--- config.mk ---
export PLATFORM = sky130hd
export DESIGN_NAME = branch_resolver
export DESIGN_NICKNAME = d
export VERILOG_FILES = /design/src/rtl/branch_resolver_pkg.sv /design/src/rtl/bp_fifo.sv /design/src/rtl/branch_resolver.sv
export SDC_FILE = /design/constraint.sdc
export NUM_CORES = 1
export LEC_CHECK = 0
export CORE_ASPECT_RATIO = 0.5
export CORE_MARGIN = 4
export CORE_UTILIZATION = 51
export DETAILED_ROUTE_END_ITERATION = 8
export GPL_ROUTABILITY_DRIVEN = 0
export PLACE_DENSITY = 0.81
export REMOVE_ABC_BUFFERS = 1
export SYNTH_ARGS = -nofsm -noshare
export SYNTH_HDL_FRONTEND = slang
export SYNTH_SLANG_ARGS = --single-unit
export TNS_END_PERCENT = 10
--- constraint.sdc ---
create_clock -name clock -period 5.4 [get_ports clock]
set_input_delay 0.54 -clock clock [delete_from_list [all_inputs] [get_ports clock]]
set_output_delay 0.54 -clock clock [all_outputs]
set_load 0.005 [all_outputs]
--- src/rtl/branch_resolver_pkg.sv ---
// Shared types and constants for the execute-side branch resolver.
package branch_resolver_pkg;

    localparam int BP_DEPTH  = 4;
    localparam int BP_PC_W   = 32;
    localparam int BP_PC_INC = 1;

    // Layout of one outstanding prediction, oldest field in the MSBs.
    typedef struct packed {
        logic [BP_PC_W-1:0] pc;
        logic               pred_taken;
        logic [BP_PC_W-1:0] pred_target;
    } bp_entry_t;

    // Pointer width for a queue of the given depth (never narrower than 1 bit).
    function automatic int bp_ptr_w(input int depth);
        return (depth > 1) ? $clog2(depth) : 1;
    endfunction

endpackage

--- src/rtl/bp_fifo.sv ---
// Generic circular FIFO with push, pop and a flush that empties the queue
// after consuming the head entry. Pushes are refused when full unless a pop
// frees a slot in the same cycle, and are always refused during a flush.
module bp_fifo
    import branch_resolver_pkg::*;
#(
    parameter int DEPTH = BP_DEPTH,
    parameter int WIDTH = 2 * BP_PC_W + 1
) (
    input  logic             clock,
    input  logic             reset,
    input  logic             push,
    input  logic             pop,
    input  logic             flush,
    input  logic [WIDTH-1:0] wr_data,
    output logic [WIDTH-1:0] rd_data,
    output logic             full,
    output logic             empty
);

    localparam int PTR_W = bp_ptr_w(DEPTH);
    localparam int CNT_W = PTR_W + 1;

    logic [WIDTH-1:0] mem [DEPTH];
    logic [PTR_W-1:0] wr_ptr;
    logic [PTR_W-1:0] rd_ptr;
    logic [CNT_W-1:0] count;
    logic             do_pop;
    logic             do_push;

    assign full    = (count == CNT_W'(DEPTH));
    assign empty   = (count == '0);
    assign do_pop  = pop & ~empty;
    assign do_push = push & ~flush & (~full | do_pop);
    assign rd_data = mem[rd_ptr];

    // Entry storage; contents need no reset because count guards every read.
    always_ff @(posedge clock) begin
        if (do_push) begin
            mem[wr_ptr] <= wr_data;
        end
    end

    // Pointer and occupancy bookkeeping; a flush collapses the queue behind the popped head.
    always_ff @(posedge clock) begin
        if (!reset) begin
            wr_ptr <= '0;
            rd_ptr <= '0;
            count  <= '0;
        end else if (flush) begin
            rd_ptr <= rd_ptr + PTR_W'(do_pop);
            wr_ptr <= rd_ptr + PTR_W'(do_pop);
            count  <= '0;
        end else begin
            if (do_push) begin
                wr_ptr <= wr_ptr + PTR_W'(1);
            end
            if (do_pop) begin
                rd_ptr <= rd_ptr + PTR_W'(1);
            end
            count <= count + CNT_W'(do_push) - CNT_W'(do_pop);
        end
    end

endmodule

--- src/rtl/branch_resolver.sv ---
// Records decode-stage branch predictions in order, compares each against the
// execute outcome, and drives the predictor update and front-end redirect.
module branch_resolver
    import branch_resolver_pkg::*;
#(
    parameter int DEPTH  = BP_DEPTH,
    parameter int PC_W   = BP_PC_W,
    parameter int PC_INC = BP_PC_INC
) (
    input  logic            clock,
    input  logic            reset,
    input  logic            dec_push,
    input  logic [PC_W-1:0] dec_pc,
    input  logic            dec_pred_taken,
    input  logic [PC_W-1:0] dec_pred_target,
    input  logic            ex_resolve,
    input  logic            ex_taken,
    input  logic [PC_W-1:0] ex_target,
    output logic [PC_W-1:0] past_pc,
    output logic            past_is_branch,
    output logic            past_wrong,
    output logic            past_predicted_taken,
    output logic            redirect_valid,
    output logic [PC_W-1:0] redirect_pc,
    output logic            queue_full,
    output logic            queue_empty,
    output logic            underflow_err
);

    // Entries use the bp_entry_t field order {pc, pred_taken, pred_target}.
    localparam int ENTRY_W = 2 * PC_W + 1;

    logic [ENTRY_W-1:0] wr_entry;
    logic [ENTRY_W-1:0] head;
    logic [PC_W-1:0]    head_pc;
    logic               head_pred_taken;
    logic [PC_W-1:0]    head_target;
    logic               pop_ok;
    logic               wrong;
    logic               mispredict;
    logic [PC_W-1:0]    fix_pc;

    assign wr_entry        = {dec_pc, dec_pred_taken, dec_pred_target};
    assign head_pc         = head[ENTRY_W-1 -: PC_W];
    assign head_pred_taken = head[PC_W];
    assign head_target     = head[PC_W-1:0];
    assign pop_ok          = ex_resolve & ~queue_empty;

    bp_fifo #(
        .DEPTH (DEPTH),
        .WIDTH (ENTRY_W)
    ) u_fifo (
        .clock   (clock),
        .reset   (reset),
        .push    (dec_push),
        .pop     (ex_resolve),
        .flush   (mispredict),
        .wr_data (wr_entry),
        .rd_data (head),
        .full    (queue_full),
        .empty   (queue_empty)
    );

    // Compare the head prediction with the actual outcome and pick the correct next pc.
    always_comb begin
        wrong      = (ex_taken != head_pred_taken)
                   | (ex_taken & head_pred_taken & (ex_target != head_target));
        mispredict = pop_ok & wrong;
        fix_pc     = ex_taken ? ex_target : head_pc + PC_W'(PC_INC);
    end

    // Registered predictor update, redirect pulse and sticky underflow flag.
    always_ff @(posedge clock) begin
        if (!reset) begin
            past_pc              <= '0;
            past_is_branch       <= 1'b0;
            past_wrong           <= 1'b0;
            past_predicted_taken <= 1'b0;
            redirect_valid       <= 1'b0;
            redirect_pc          <= '0;
            underflow_err        <= 1'b0;
        end else begin
            past_is_branch <= pop_ok;
            redirect_valid <= mispredict;
            if (pop_ok) begin
                past_pc              <= head_pc;
                past_wrong           <= wrong;
                past_predicted_taken <= head_pred_taken;
            end
            if (mispredict) begin
                redirect_pc <= fix_pc;
            end
            if (ex_resolve && queue_empty) begin
                underflow_err <= 1'b1;
            end
        end
    end

endmodule

Yosys cells after proc, flatten, opt, wreduce, memory -nomap -nowiden
Memories as Yosys holds them, arrays and structs flattened. A register that Yosys moved wholly into a read port is not among the register bits.
Index checks and enable logic that the tools add are counted.
- bits in registers: 76
- memories kept: 1
- output and inout bits: 71
- memory bits (writable): 260
- word-level logic and storage cells: 46
- memory list (name ; depth ; width ; read ports ; clocked after memory_dff ; write ports ; RTL line ; RTL):
    u_fifo.mem ; 4 ; 65 ; 1 ; 1 ; 1 ; bp_fifo.sv:24 ; logic [WIDTH-1:0] mem [DEPTH];
- reductions and logical operators: 5
- bitwise logic cells: 12
- multiplexer cells: 9
- eq/ne operators: 3
- $add $sub $neg: 6
- operator list (operator ; number):
    32-bit by 1-bit adder with 32-bit output (second input constant) ; 1
    32-bit 2-to-1 mux ; 1
    32-bit inequality test ; 1
    2-bit 2-to-1 mux ; 6
    1-bit AND ; 6
    2-bit by 1-bit adder with 2-bit output (second input constant) ; 2
    1-bit inverter ; 4
    2-bit nonzero test ; 2
    3-bit by 1-bit adder with 3-bit output ; 1
    3-bit equality test (second input constant) ; 1
    3-bit logical NOT ; 1
    3-bit by 1-bit subtractor with 3-bit output ; 1
    2-bit by 1-bit adder with 2-bit output ; 1
    1-bit 2-to-1 mux ; 2
    1-bit bitwise OR ; 2
    2-bit OR reduction ; 1
    1-bit logical AND ; 1
    1-bit inequality test ; 1

Depth between registers and ports, before layout
Gate-level depths: netlist of the first run.
- depth in word-level cells: 9
- depth in mapped cells: 15
- depth with buffers taken out: 13

Hierarchy
From an unflattened synthesis of the first run, not the netlist that was laid out.
- cell total of the unflattened synthesis: 884
- area, all modules: 13828.3 um2
- modules (own cells, without submodules) (module ; area an instance (um2) ; times used ; cells each ; sequential area each (um2)):
    bp_fifo ; 9858.2 ; 1 ; 392 ; 7987.7
    branch_resolver ; 3970.1 ; 1 ; 492 ; 1381.3

Least setup slack after synthesis of the first run
No wires, ideal clock.
- path kind: flip-flop to flip-flop
- start point: reg (tool-made name)
- end point: mem u_fifo.mem[0][0] in the netlist's numbering, enable pin
- setup slack: 1.185 ns
- stages on the path, launching flop included: 10
- library setup time: 0.430 ns
- path buffers: 2
- period minus slack after synthesis: 4.215 ns
- arrival: 3.785 ns
- path through: dfxtp_1 > buf_6 > buf_6 > mux4_2 > xnor2_1 > nand4_1 > nor4_2 > a21oi_2 > o21ai_2 > and3_1
- RTL lines (element ; RTL line):
    end: declaration ; bp_fifo.sv:24

==> qor.yml, run 1 <==
status: "completed"
worst_ep_arrival_time_ns: 4.54
dieWidth_um: 238
syn-cell-area_um2: 13500
whs_ns: 0.456
dieHeight_um: 123
routedWlPerCell_um: 24.4
syn_to_final_growth_pct: 23.2
grt_pass1_vias: 8401
finalInstanceArea_um2: 16600
power_mw: 7.91
final_antenna_net_count: 0
drv_slew: 0
grt_start_max_net_pins: 58
drtIter0Drc: 1021
period_share: 0.797
max_freq_ghz: 0.232
dr.pass1.iters: 5
clockBufferDepth: 3
n_fill_cell: 1652
clkTransAtPathRegs_ns: 0.07
start_util: 0.526
htree_levels: 1
netlist_instances: 830
power_density_nw_per_um2: 477
hold_violations: 0
clock_sinks: 338
postCtsSetupRepairBufs: 0
detailroute.via_count: 8095
grt_pass1_wl_um: 49700
clock_skew_ns: 0.0186
ys_seq_area_frac: 0.696
place.detailed.hpwl_um: 21900
die_area_um2: 29200
ys_warn_count: 0
synth_cell_types: 48
cp.required_ns: 5.64
hold_path.class: "reg2reg"
synth.avg_cell_area_um2: 16.2
grt_use_total: 0.226
synth_seq_cells: 338
grt-ovfl-total: 0
worst_pin_slew_ns: 0.932
design.core.area_um2: 25600
dp.cells: 1326
finalSetupViolCount: 0
fin_ws_ns: 1.10
vdd_drop_max_uv: 256
layout.nets: 1125
clockRootBuffer: "clkbuf_16"
power.leakage_nw: 5.40
ctsResizeCount: 0
maxCapViolations: 0
cts_tree: "yes"
layout.cells.non_filler: 1380
finalCriticalPeriod_ns: 4.30
critPathMaxFanout: 31
via_per_inst: 5.87
critPathLaunchType: "flop"
grt_setup_unrepaired: "no"
cp-end-kind: "flop"
io_pins: 173
post-route-drc-count: 0
antenna_found_initial: 1
max_slew_margin: 0.374
drive_above_1_share: 0.148
mostFrequentLayoutCells: "edfxtp_1 (260), clkdlybuf4s50_1 (171), nand2_1 (103)"
dp_worst_setup_slack_ns: 1.12
insertion_delay_ns: 0.56
wl_um: 33600
dpl_cell_area_um2: 15600
rows: 41
portBuffers: 172
path_class: "reg2reg"
cts-buffers-inserted: 29
ctsHoldBuffers: 0
mostFrequentLayoutCell: "edfxtp_1"
[final timing paths]
kind / slack [ns] / startpoint / depth (start not counted) / end
max: 1.10 / flop / 9 / u_fifo.mem[1][40]$_DFFE_PP_
min: 0.46 / past_pc[18]$_SDFFE_PN0P_ / 2 / past_pc[18]$_SDFFE_PN0P_
min reg2reg: 0.46 / past_pc[18]$_SDFFE_PN0P_ / 2 / past_pc[18]$_SDFFE_PN0P_
max reg2reg: 1.10 / flop / 9 / u_fifo.mem[1][40]$_DFFE_PP_
[synthesized netlist by cell type (all sizes together)]
master,number,area [µm²]
nor2,17,68.8
nand4,16,106
dfxtp,78,1560
a211oi,1,7.51
o211ai,1,7.51
edfxtp,260,7810
a21oi,37,189
mux2i,8,80.1
nand4b,3,26.3
and2,4,25.0
nor3b,1,7.51
a22o,27,236
or2,1,6.26
nor4,5,73.8
and3,7,43.8
mux2,2,22.5
xor2,20,175
fa,1,20.0
or3,1,6.26
nand3,18,90.1
mux4,64,1440
xnor2,46,403
a41oi,1,8.76
nand2,103,387
inv,17,63.8
or4,1,7.51
nor3,4,20.0
nor2b,1,6.26
o21ai,30,165
a31oi,1,6.26
nand2b,2,12.5
ha,9,113
o2bb2ai,5,43.8
buf,23,161
clkbuf,15,56.3
[worst max-delay path, stage by stage (launching register included)]
cell and delay, ns:
dfxtp_4 0.68, buf_4 0.33, mux4_2 0.54, xnor2_1 0.18, nand4_1 0.17, nor4_2 0.43
a21oi_2 0.18, o21ai_2 0.36, and3_2 0.75, buf_12 0.31
[metal layers]
layer,vias up,wire length (µm),track usage
met4,0,1010,0.0758
met5,-,0,0
met1,4121,13500,0.296
met2,361,16700,0.384
li1,3537,-,-
met3,76,2470,0.0489
[cell families after synthesis]
kind of cell | Yosys count | share of synthesized area
adder cells (fa/ha/maj) | 10 | 0.00986
flip-flops | 338 | 0.696
AND/OR/NAND/NOR | 184 | 0.0659
multiplexers | 74 | 0.115
buffers and inverters | 55 | 0.0209
AO/OA/AOI/OAI | 103 | 0.0494
XOR/XNOR | 66 | 0.0430
[state kept, by name, summed over array words and instances (netlist names), named ones only]
signal                cells
past_is_branch            1
past_pc                  32
past_predicted_taken      1
past_wrong                1
redirect_pc              32
redirect_valid            1
u_fifo.count              3
u_fifo.mem              260
u_fifo.rd_ptr             2
u_fifo.wr_ptr             2
underflow_err             1
[where the power goes]
part,internal (mW),total [mW],switching (mW)
combinational,1.06,2.25,1.19
sequential,3.27,3.48,0.208
clock,1.23,2.18,0.953
total,5.56,7.91,2.35
[through the flow]
stage	util	setup TNS [ns]
6_report	0.648	0
5_1_grt	0.648	0
4_1_cts	0.648	0
3_5_place_dp	0.609	0
3_3_place_gp	0.609	0
2_1_floorplan	-	-280.04
[layout make-up]
cell class / count / area, µm² / share of cell area
diodes: 1 / 2.50 / 0.000151
inverters: 17 / 63.8 / 0.00385
multi-input cells: 437 / 3810 / 0.230
clock inverters: 23 / 258 / 0.0155
flip-flops and latches: 338 / 9370 / 0.565
repair buffers: 190 / 1910 / 0.115
clock buffers: 30 / 729 / 0.0440
well taps: 344 / 430 / 0.0260
(Power assumes the default switching activity.)
==> run 2, diff against run 1 <==
Settings changed: CORE_UTILIZATION 51 to 50, PLACE_DENSITY 0.81 to 0.83.
Clock period 5.4 ns to 3.66 ns, I/O delays scaled along.
==> run 2 against run 1 <==
Effect of this change:
- total power grew 49%
- core utilization is 1.2 points lower
- cell area grew 1.5%
- wire length increased by 0.68%
- combinational power rose by 60%
- fmax up 23%
- critical path type unchanged
- largest power group unchanged
- highest routed layer unchanged
==> qor.yml, run 2 (synthesis gave the netlist of run 1 again) <==
maxCapViolations: 0  # unchanged
rows: 42  # +2.4%
worst_pin_slew_ns: 0.729  # -0.203 ns
place.detailed.hpwl_um: 22300  # +1.5%
power_frac_clock: 0.262  # -0.014
dieWidth_um: 240  # +0.96%
grt_use_total: 0.219  # -0.00761
drv_slew: 0  # unchanged
drive_above_1_share: 0.157  # +0.00917
clockBufferDepth: 3  # unchanged
p_comb_frac: 0.307  # +0.023
max_slew_margin: 0.511  # +0.137
dieHeight_um: 124  # +0.93%
regMostFlops: "u_fifo.mem"
antenna_found_initial: 1  # unchanged
final_antenna_net_count: 0  # unchanged
worst_ep_arrival_time_ns: 3.92  # -0.62 ns
vdd_drop_max_uv: 341  # +33%
hold_path.class: "in2reg"
post-route-drc-count: 0  # unchanged
detailroute.via_count: 8252  # +1.9%
clockRootBuffer: "clkbuf_16"
mostFrequentLayoutCell: "edfxtp_1"
insertion_delay_ns: 0.56  # about the same
clkTransAtPathRegs_ns: 0.07  # about the same
start_util: 0.508  # -0.0176
period_share: 0.959  # +0.162
hold_violations: 0  # unchanged
dp_worst_setup_slack_ns: -0.0293  # -1.14 ns
critPathLaunchType: "flop"
largest_reg_flops: 260  # unchanged
status: "completed"
cts-buffers-inserted: 30  # +3.4%
path_class: "reg2reg"
via_per_inst: 5.88  # +0.20%
io_pins: 173  # unchanged
crit_family: "simple AND/OR/NAND/NOR gates"
dr.pass1.iters: 5  # unchanged
finalCriticalPeriod_ns: 3.51  # -0.795 ns
ctsHoldBuffers: 0  # unchanged
cp_slowest_cell: "mux4_2"
top_regs: "u_fifo.mem x260, past_pc x32, redirect_pc x32"
cpPeakStageDelay_ns: 0.53  # -0.22 ns
grt_pass1_wl_um: 49400  # -0.68%
portBuffers: 172  # unchanged
die_area_um2: 29800  # +1.9%
mostFrequentLayoutCells: "edfxtp_1 (260), clkdlybuf4s50_1 (171), nand2_1 (103)"
path_buf_inv: 3  # +1
grt_start_max_net_pins: 57  # -1.7%
htree_levels: 1  # unchanged
syn_to_final_growth_pct: 25.1
finalSetupViolCount: 0  # unchanged
fin_ws_ns: 0.151  # -0.945 ns
internal_power_mw: 8.28  # +49%
critPathMaxFanout: 8  # -74%
cp.required_ns: 4.07  # -1.57 ns
utilization: 0.636  # -0.0122
clock_sinks: 338  # unchanged
power_density_nw_per_um2: 699  # +47%
pwr-share-seq: 0.431  # -0.009
design.core.area_um2: 26500  # +3.5%
max_freq_ghz: 0.285  # +23%
grt_pass1_vias: 8360  # -0.49%
wl_um: 33800  # +0.68%
grt-ovfl-total: 0  # unchanged
cts_tree: "yes"
power.leakage_nw: 5.54  # +2.5%
clock_skew_ns: 0.0118  # -0.00680 ns
switching_share: 0.297  # about the same
crit_chain: "buf_12, buf_8, mux4_2, xnor2_2, nand4_1, nor4_4, a21oi_4, o21ai_2, and2_1, ha_1, inv_1, fa_2, xor2_2, xnor2_1, nor3_1"
drtIter0Drc: 1019  # -0.20%
power_mw: 11.8  # +49%
switchingPower_mw: 3.50  # +49%
cp-end-kind: "flop"
layout.nets: 1139  # +1.2%
routedWlPerCell_um: 24.1  # -1.0%
run 2: cell types whose count changed in the layout (fill, tap and decap cells not counted), sizes merged:
cell and delta:
buf +13, clkbuf +13, clkinvlp -4, bufinv -3, clkinv -2, inv -1
run 2: final cells by class:
class / count / area, µm²
diodes: 1 / 2.50
clock buffers: 43 / 830
clock inverters: 13 / 126
fillers: 1739 / 9650
inverters: 17 / 63.8
multi-input cells: 437 / 3880
flip-flops and latches: 338 / 9370
well taps: 352 / 440
repair buffers: 203 / 2120
run 2: routing by layer:
| layer | global-route usage | part of all wire | vias up |
|---|---|---|---|
| met5 | 0 | 0 | - |
| met4 | 0.0835 | 0.043 | 0 |
| met3 | 0.0361 | 0.071 | 97 |
| met2 | 0.373 | 0.50 | 416 |
| met1 | 0.287 | 0.39 | 4161 |
| li1 | - | - | 3578 |
run 2: power groups by stage:
stage / clock network [mW] / registers (mW) / logic [mW]
2_1_floorplan: 0 / 5.27 / 1.90
3_3_place_gp: 0 / 5.12 / 3.32
3_5_place_dp: 0 / 5.17 / 3.41
4_1_cts: 3.09 / 5.07 / 3.50
5_1_grt: 3.26 / 5.12 / 3.85
6_report: 3.08 / 5.08 / 3.61
run 2: per-stage QoR:
stage                     hold WS [ns]  cell area, µm²  TNS (ns)  cells
after floorplan                  0.453           13200   -796.08    792
after global placement           0.445           15700         0   1341
after detailed placement         0.450           15700   -0.0293   1341
after CTS                        0.435           16700         0   1398
after global routing             0.437           16800   -0.0651   1404
final                            0.445           16800         0   1404
run 2: worst paths after layout:
check / startpoint / to / slack (ns) / depth (start not counted)
max: flop / u_fifo.count[2]$_SDFF_PP0_ / 0.15 / 15
min reg2reg: past_pc[9]$_SDFFE_PN0P_ / past_pc[9]$_SDFFE_PN0P_ / 0.45 / 2
min: dec_pc[12] / u_fifo.mem[0][45]$_DFFE_PP_ / 0.44 / 1
max reg2reg: flop / u_fifo.count[2]$_SDFF_PP0_ / 0.15 / 15
run 2: what timing repair did:
| item | in CTS | in global routing |
|---|---|---|
| endpoints found under the setup margin | 1 | 1 |
| pin swaps | 0 | 9 |
| buffers inserted | 1 | 5 |
| resized for setup | 1 | 14 |
run 2: worst register-to-register path: stages (launching register included):
cell	delay, ns
dfxtp_4	0.42
buf_12	0.16
buf_8	0.15
mux4_2	0.54
xnor2_2	0.16
nand4_1	0.23
nor4_4	0.32
a21oi_4	0.12
o21ai_2	0.18
and2_1	0.15
ha_1	0.14
inv_1	0.05
fa_2	0.35
xor2_2	0.16
xnor2_1	0.17
nor3_1	0.06
==> run 3, diff against run 2 <==
Settings changed: CORE_MARGIN 4 to default, CTS_CLUSTER_SIZE from default to 8, REMOVE_ABC_BUFFERS 1 to default.
==> run 3 against run 2 <==
Effect of this change:
- die area fell by 7.2%
- clock power rose by 31%
- first-iteration DRC count fell by 7.3%
- non-clock buffer count rose by 8
- cell area rose by 3.4%
- sequential power rose by 1%
- register-to-register slack got worse by 0.12 ns
- the run now ends with DRC left
==> qor.yml, run 3 (synthesis gave the netlist of run 1 again) <==
io_pins: 173  # unchanged
finalCriticalPeriod_ns: 3.63  # +0.118 ns
clockRootBuffer: "clkbuf_16"
cp_slowest_cell: "mux4_2"
portBuffers: 172  # unchanged
clkTransAtPathRegs_ns: 0.05  # -0.02 ns
path_class: "reg2reg"
via_per_inst: 5.98  # +1.7%
cp-end-kind: "flop"
crit_family: "simple AND/OR/NAND/NOR gates"
clock_sinks: 338  # unchanged
layout.nets: 1165  # +2.3%
min_from: "past_pc[21]$_SDFFE_PN0P_"
n_fill_cell: 1622  # -6.7%
critPathMaxFanout: 6  # -2
grt_setup_unrepaired: "yes"
largest_reg_flops: 260  # unchanged
drive_above_1_share: 0.168  # +0.0109
r2r_slack_ns: 0.03  # -0.12 ns
status: "finished, violations left"
grt_use_total: 0.256  # +0.0374
syn_to_final_growth_pct: 29.4
drtIter0Drc: 945  # -7.3%
post-route-drc-count: 4  # +4
vdd_drop_max_uv: 391  # +15%
path_buf_inv: 3  # unchanged
grt_pass1_vias: 8723  # +4.3%
start_util: 0.509  # +0.00101
failed_checks: "DRC"
hold_violations: 0  # unchanged
mostFrequentLayoutCell: "edfxtp_1"
worst_pin_slew_ns: 0.648  # -0.0811 ns
mostFrequentLayoutCells: "edfxtp_1 (260), clkdlybuf4s50_1 (171), nand2_1 (103)"
rows: 42  # unchanged
cts-buffers-inserted: 48  # +60%
rr_endpoint: "u_fifo.count[2]$_SDFF_PP0_"
clock_skew_ns: 0.0156  # +0.00380 ns
max_freq_ghz: 0.276  # -3.3%
final_antenna_net_count: 0  # unchanged
period_share: 0.991  # +0.0322
cts_tree: "yes"
dr.pass1.iters: 9  # +4
clockBufferDepth: 3  # unchanged
grt_start_max_net_pins: 57  # unchanged
dieWidth_um: 234  # -2.5%
crit_chain: "clkbuf_16, buf_12, mux4_2, xnor2_1, nand4_1, nor4_4, a21oi_2, o21ai_2, and2_1, ha_1, inv_1, fa_2, xor2_1, xnor2_1, nor3_1"
regMostFlops: "u_fifo.mem"
design.core.area_um2: 26400  # -0.20%
htree_levels: 2  # +1
grt_pass1_wl_um: 52100  # +5.6%
top_regs: "u_fifo.mem x260, past_pc x32, redirect_pc x32"
whs_ns: 0.452  # +0.00728 ns
antenna_found_initial: 4  # +3
critPathLaunchType: "flop"
power.leakage_nw: 5.81  # +4.9%
syn_nets: 942
hold_path.class: "reg2reg"
cpPeakStageDelay_ns: 0.54  # about the same
grt-ovfl-total: 0  # unchanged
dieHeight_um: 118  # -4.8%
worst_ep_arrival_time_ns: 4.07  # +0.15 ns
place.detailed.hpwl_um: 22900  # +3.0%
min_to: "past_pc[21]$_SDFFE_PN0P_"
wl_um: 36400  # +7.6%
cp.required_ns: 4.10  # +0.03 ns
max_slew_margin: 0.568  # +0.0564
maxCapViolations: 0  # unchanged
insertion_delay_ns: 0.54  # -0.02 ns
routedWlPerCell_um: 25.2  # +4.5%
min_path_cells: 2  # +1
cpMostUsedCell: "xnor2_1"
die_area_um2: 27600  # -7.2%
finalSetupViolCount: 0  # unchanged
drv_slew: 0  # unchanged
detailroute.via_count: 8642  # +4.7%
reg2reg_depth: 15  # unchanged
power_density_nw_per_um2: 742  # +6.2%
power_mw: 12.9  # +9.8%
worst-path-stages: 15  # unchanged
[run 3: per-layer routing]
metal	track usage	wire length, µm	up-vias
met3	0.0552	3290	109
li1	-	-	3640
met1	0.329	13300	4375
met4	0.123	1620	0
met5	0	0	-
met2	0.415	18300	518
[run 3: how the worst max path moves through the flow]
stage          startpoint                          to  slack [ns]
2_1_floorplan        flop  u_fifo.mem[1][0]$_DFFE_PP_       -0.55
3_3_place_gp         flop  u_fifo.count[2]$_SDFF_PP0_        0.32
3_5_place_dp         flop  u_fifo.count[2]$_SDFF_PP0_        0.15
4_1_cts              flop  u_fifo.count[2]$_SDFF_PP0_        0.12
5_1_grt              flop  u_fifo.count[2]$_SDFF_PP0_       -0.09
6_report             flop  u_fifo.count[2]$_SDFF_PP0_        0.03
[run 3: report_power, final]
group	total, mW	internal [mW]	switching (mW)
clock network	4.05	2.49	1.55
registers	5.13	4.83	0.292
logic	3.75	1.80	1.95
[run 3: stage by stage]
stage	setup slack (ns)	TNS (ns)	std cells	utilization	area [µm²]
after floorplan	-0.555	-108.18	830	-	13500
after global placement	0.316	0	1346	0.597	15800
after detailed placement	0.152	0	1346	0.597	15800
after CTS	0.115	0	1433	0.650	17200
after global routing	-0.0899	-0.880	1443	0.659	17400
final	0.0334	0	1446	0.659	17400
[run 3: cell type report]
| type | count | area [µm²] | share of cell area |
|---|---|---|---|
| Clock inverter | 2 | 28.8 | 0.00165 |
| Sequential cell | 338 | 9370 | 0.538 |
| Multi-Input combinational cell | 437 | 3880 | 0.223 |
| Antenna cell | 4 | 10.0 | 0.000575 |
| Tap cell | 352 | 440 | 0.0253 |
| Timing Repair Buffer | 211 | 2250 | 0.129 |
| Clock buffer | 85 | 1360 | 0.0782 |
| Inverter | 17 | 63.8 | 0.00366 |
[run 3: worst register-to-register path, cell delays in order (launching register included)]
cell and delay, ns:
dfxtp_4 0.45, clkbuf_16 0.20, buf_12 0.11, mux4_2 0.54, xnor2_1 0.19, nand4_1 0.30
nor4_4 0.27, a21oi_2 0.11, o21ai_2 0.21, and2_1 0.16, ha_1 0.13, inv_1 0.05
fa_2 0.34, xor2_1 0.16, xnor2_1 0.13, nor3_1 0.17
[run 3: what timing repair did]
item,4_1_cts,5_1_grt
setup buffers,0,6
endpoints found under the hold margin,0,0
gates resized for setup,0,12
hold buffers,0,0
endpoints found under the setup margin,0,1
